$ cat src/rtl/ctrl_packet_receiver.sv
// ctrl_packet_receiver: control-port byte receiver (DA, SA, LENGTH, payload) that buffers a
// packet and forwards it to the switch core over a valid/ready handshake. Rev 1.0
`default_nettype none

module ctrl_packet_receiver #(
  parameter int MAX_LEN = 64
) (
  input  logic        clock,
  input  logic        reset_n,
  input  logic [7:0]  data_in,
  input  logic        sw_enable_in,
  output logic        read_out,
  output logic [7:0]  out_data,
  output logic        out_valid,
  input  logic        out_ready,
  output logic        out_sop,
  output logic        out_eop,
  output logic [7:0]  out_da,
  output logic [15:0] drop_count,
  output logic [15:0] overrun_count
);

  localparam int         AW        = (MAX_LEN > 1) ? $clog2(MAX_LEN) : 1;
  localparam logic [8:0] MAX_LEN_9 = 9'(MAX_LEN);

  typedef enum logic [2:0] {
    S_IDLE    = 3'd0,
    S_SA      = 3'd1,
    S_LEN     = 3'd2,
    S_PAYLOAD = 3'd3,
    S_DISCARD = 3'd4,
    S_FWD     = 3'd5
  } state_t;

  state_t        state;
  logic [7:0]    buffer [MAX_LEN];
  logic [7:0]    da;
  logic [7:0]    sa;
  logic [7:0]    len;
  logic [7:0]    remaining;
  logic [AW-1:0] wr_idx;
  logic [AW-1:0] rd_idx;
  logic [8:0]    fwd_cnt;
  logic [7:0]    next_byte;
  logic          next_is_last;
  logic          accept;
  logic          handshake;

  assign accept    = sw_enable_in & read_out;
  assign handshake = out_valid & out_ready;

  // fwd_cnt indexes the byte about to be presented; payload starts at index 3.
  assign rd_idx       = AW'(fwd_cnt - 9'd3);
  assign next_is_last = (fwd_cnt == ({1'b0, len} + 9'd2));

  always_comb begin
    next_byte = buffer[rd_idx];
    if (fwd_cnt == 9'd1) begin
      next_byte = sa;
    end else if (fwd_cnt == 9'd2) begin
      next_byte = len;
    end
  end

  // Payload storage carries no reset; stale contents are never read.
  always_ff @(posedge clock) begin
    if (state == S_PAYLOAD && accept) begin
      buffer[wr_idx] <= data_in;
    end
  end

  always_ff @(posedge clock) begin
    if (!reset_n) begin
      state         <= S_IDLE;
      da            <= 8'd0;
      sa            <= 8'd0;
      len           <= 8'd0;
      remaining     <= 8'd0;
      wr_idx        <= '0;
      fwd_cnt       <= 9'd0;
      read_out      <= 1'b1;
      out_valid     <= 1'b0;
      out_sop       <= 1'b0;
      out_eop       <= 1'b0;
      out_data      <= 8'd0;
      out_da        <= 8'd0;
      drop_count    <= 16'd0;
      overrun_count <= 16'd0;
    end else begin
      if (sw_enable_in && !read_out && overrun_count != 16'hFFFF) begin
        overrun_count <= overrun_count + 16'd1;
      end

      case (state)
        S_IDLE: begin
          if (accept) begin
            da    <= data_in;
            state <= S_SA;
          end
        end

        S_SA: begin
          if (accept) begin
            sa    <= data_in;
            state <= S_LEN;
          end
        end

        S_LEN: begin
          if (accept) begin
            len       <= data_in;
            remaining <= data_in;
            wr_idx    <= '0;
            if (data_in == 8'd0) begin
              state <= S_IDLE;
              if (drop_count != 16'hFFFF) drop_count <= drop_count + 16'd1;
            end else if ({1'b0, data_in} > MAX_LEN_9) begin
              state <= S_DISCARD;
              if (drop_count != 16'hFFFF) drop_count <= drop_count + 16'd1;
            end else begin
              state <= S_PAYLOAD;
            end
          end
        end

        S_PAYLOAD: begin
          if (accept) begin
            wr_idx    <= wr_idx + 1'b1;
            remaining <= remaining - 8'd1;
            if (remaining == 8'd1) begin
              state     <= S_FWD;
              read_out  <= 1'b0;
              out_valid <= 1'b1;
              out_data  <= da;
              out_sop   <= 1'b1;
              out_eop   <= 1'b0;
              out_da    <= da;
              fwd_cnt   <= 9'd1;
            end
          end
        end

        S_DISCARD: begin
          if (accept) begin
            remaining <= remaining - 8'd1;
            if (remaining == 8'd1) begin
              state <= S_IDLE;
            end
          end
        end

        S_FWD: begin
          if (handshake) begin
            if (out_eop) begin
              state     <= S_IDLE;
              out_valid <= 1'b0;
              out_sop   <= 1'b0;
              out_eop   <= 1'b0;
              read_out  <= 1'b1;
            end else begin
              out_data <= next_byte;
              out_sop  <= 1'b0;
              out_eop  <= next_is_last;
              fwd_cnt  <= fwd_cnt + 9'd1;
            end
          end
        end

        default: begin
          state <= S_IDLE;
        end
      endcase
    end
  end

endmodule

`default_nettype wire

$ cat config.mk
export PLATFORM = sky130hd
export DESIGN_NAME = ctrl_packet_receiver
export DESIGN_NICKNAME = d
export VERILOG_FILES = /design/src/rtl/ctrl_packet_receiver.sv
export SDC_FILE = /design/constraint.sdc
export NUM_CORES = 1
export LEC_CHECK = 0
export BUFFER_PORTS_ARGS = -buffer_cell sky130_fd_sc_hd__buf_4
export CORE_ASPECT_RATIO = 2
export CORE_MARGIN = 2
export CORE_UTILIZATION = 32
export DETAILED_ROUTE_END_ITERATION = 12
export SYNTH_ARGS = -nofsm -noshare
export SYNTH_HDL_FRONTEND = slang
export SYNTH_SLANG_ARGS = --single-unit
$ cat constraint.sdc
create_clock -name clock -period 11.65 [get_ports clock]
set_input_delay 0.5825 -clock clock [delete_from_list [all_inputs] [get_ports clock]]
set_output_delay 0.5825 -clock clock [all_outputs]
set_load 0.01 [all_outputs]
==> results.json <==
{
  "total_power_mw": 4.36,
  "endpoint_kind": "flop",
  "min_path_type": "in -> reg",
  "clk_pin_slew_ps": 70,
  "cp_max_fo": 54,
  "ys_warn_count": 0,
  "max-cap-violations": 0,
  "cp-start-kind": "flop",
  "synth_area_um2": 25300,
  "clkLatencyLatePin_ps": 640,
  "die_h_um": 402,
  "top_layer_used": "met4",
  "slowest_stage": "buf_4",
  "io_pins": 64,
  "wl_met2_um": 30200,
  "async_flop_share": 0,
  "post_cts_buffers": 0,
  "finClkSkew_ps": 39.0,
  "relSlewSlack": 0.211,
  "die_x_um": 203,
  "syn-num-nets": 1656,
  "wl_met3_um": 4010,
  "routed_wl_um": 62000,
  "report.final.slew_viol_count": 0,
  "ctsHtreeMaxLevel": 2,
  "hold_slack_ps": 335,
  "diodes": 0,
  "ys_types": 72,
  "antenna_found_initial": 1,
  "grt_pass1_wl_um": 93300,
  "final_nets": 1708,
  "tritoncts": "done",
  "grt_use_total": 0.151,
  "remaining_drc_errors": 0,
  "vias": 14496,
  "period_share": 0.367,
  "period_needed_ps": 4280,
  "synth-seq-cells": 614,
  "hold_depth": 3,
  "cts_sinks": 614,
  "rsz0062_at_grt": "no",
  "setup_tns_ps": 0,
  "hold_viol_final": 0,
  "syn_avg_cell_area_um2": 15.5,
  "worst_slew_pin_slew_ps": 1180,
  "max_stage_delay_ps": 770,
  "routabilityCongestion": 0.794,
  "required_ps": 12130,
  "r2r_slack_ps": 7370,
  "floorplan.initialDensity": 0.322,
  "numCtsBuffers": 55,
  "clk_path_buf_depth": 3,
  "gr-total-overflow": 0,
  "p_leak_nw": 9.51,
  "worstPathCellList": "inv_2, ha_4, buf_4, mux4_2, nand2_1, nand3_1, and4_1, o31ai_1, o211ai_1",
  "wl_met1_um": 26100,
  "synth_edf_count": 512,
  "final_antenna_net_count": 0,
  "power_density_nw_per_um2": 152,
  "max_freq_mhz": 234,
  "dr.pass1.iters": 7,
  "viasPerCell": 5.24,
  "ir_drop_mv": 0.163,
  "dp_hpwl_um": 38800,
  "cts_hold_buf": 0,
  "grt_pass1_vias": 14345,
  "setup_viol": 0,
  "ys_seq_area_frac": 0.687,
  "grt_max_degree": 100,
  "status": "completed",
  "drive_gt1_frac": 0.171,
  "area_delta_synth_final_pct": 13.6,
  "avgRoutedWirePerCell_um": 22.4,
  "crit_arrival_ps": 4760,
  "root_buffer": "clkbuf_16",
  "drtIter0Drc": 1275,
  "synth_ff_type": "edfxtp_1",
  "syn_inst": 1635,
  "rows": 146,
  "core_um2": 78700,
  "die_area_um2": 81600,
  "cts.repair.resized": 0,
  "critPathKind": "reg -> reg",
  "r2r_cells": 9,
  "port_buffers": 63
}
==> synthesized netlist by cell type, types with 6 or more instances <==
cell type    n  area, µm²
a211oi_1     6       45.0
a21boi_0    22        165
a21oi_1     30        150
a22oi_1     10       75.1
a31oi_1      7       43.8
a32o_1      10        100
and2_1      32        200
and3_1       6       37.5
buf_1        8       30.0
buf_2       25        125
clkbuf_1    46        173
dfxtp_1    102       2040
edfxtp_1   512      15400
ha_1         9        113
inv_1       15       56.3
mux2i_1     56        561
mux4_2     117       2640
nand2_1    171        642
nand2b_1     7       43.8
nand3_1     61        305
nand3b_1     6       45.0
nand4_1     20        125
nor2_1     113        424
nor2b_1     28        175
nor3_1      15       75.1
nor4_1      13       81.3
o21ai_0     30        150
o221ai_1     6       52.6
o22ai_1      9       56.3
o31ai_1     11       82.6
xnor2_1     19        166
xor2_1      26        228
==> flip-flops by register name, indices dropped and copies added, names as in the netlist, 3 cells and up <==
| name | cells |
|---|---|
| buffer | 512 |
| da | 8 |
| drop_count | 16 |
| fwd_cnt | 9 |
| len | 8 |
| out_da | 8 |
| out_data | 8 |
| overrun_count | 16 |
| remaining | 8 |
| sa | 8 |
| state | 3 |
| wr_idx | 6 |
==> per-stage QoR <==
step | std cells | worst slack (ps) | utilization | area (µm²)
floorplan | 1635 | 7970 | - | 25300
CTS | 2768 | 7360 | 0.366 | 28800
global route | 2768 | 7190 | 0.366 | 28800
finish | 2768 | 7370 | 0.366 | 28800
global placement | 2666 | 7410 | 0.342 | 26900
detailed placement | 2666 | 7370 | 0.342 | 26900
==> power by group <==
part           switching [mW]  leakage [nW]  internal [mW]
Clock                   0.816         0.913           1.07
Combinational          0.0641          3.17         0.0228
Sequential            0.00755          5.42           2.38
==> critical path: cells and delay by family, from the launching register on <==
kind	cells	cell delay, ps
buffers and inverters	2	1130
flip-flops	1	730
AO/OA/AOI/OAI	2	660
adder cells (fa/ha/maj)	1	640
AND/OR/NAND/NOR	3	450
multiplexers	1	420
==> cells by family after synthesis <==
logic type	count (synthesis)	share of synthesized area
flops	614	0.687
compound gates	186	0.0527
buf+inv	105	0.0184
xor+xnor	47	0.0168
fa+ha+maj	9	0.00444
simple gates	501	0.0944
mux	173	0.126
==> cells in the final DEF (no fill, tap or decap), drive strengths merged, types with 11 or more instances in the layout <==
master	count
nor4	14
nor3	16
clkinv	27
nor2b	28
nor2	113
edfxtp	512
nand3	61
dfxtp	102
nand2	171
buf	83
nand4	20
clkbuf	65
a21boi	22
inv	17
o21ai	31
a21oi	30
o31ai	11
and2	32
mux4	117
xnor2	20
xor2	27
mux2i	56
==> final timing paths <==
check                                              from                  endpoint
worst max register to register  fwd_cnt[0]$_SDFFE_PN0P_  out_data[3]$_SDFFE_PN0P_
worst min register to register   out_da[3]$_SDFFE_PN0P_    out_da[3]$_SDFFE_PN0P_
worst max-delay path            fwd_cnt[0]$_SDFFE_PN0P_  out_data[3]$_SDFFE_PN0P_
worst min-delay path                         data_in[2]       len[2]$_SDFFE_PN0P_
==> cell type report <==
class / count / area, µm²
fill: 7310 / 49900
clock buffer: 65 / 1410
timing repair buffer: 83 / 623
inverter: 17 / 63.8
multi-input combinational: 916 / 7510
tap: 1036 / 1300
clock inverter: 37 / 463
sequential: 614 / 17400
==> per-layer routing <==
metal | vias to the layer above | GRT usage
met3 | 115 | 0.0239
met2 | 532 | 0.249
met4 | 0 | 0.0411
met1 | 7396 | 0.207
met5 | - | 0
li1 | 6453 | -
(Power assumes the default switching activity.)
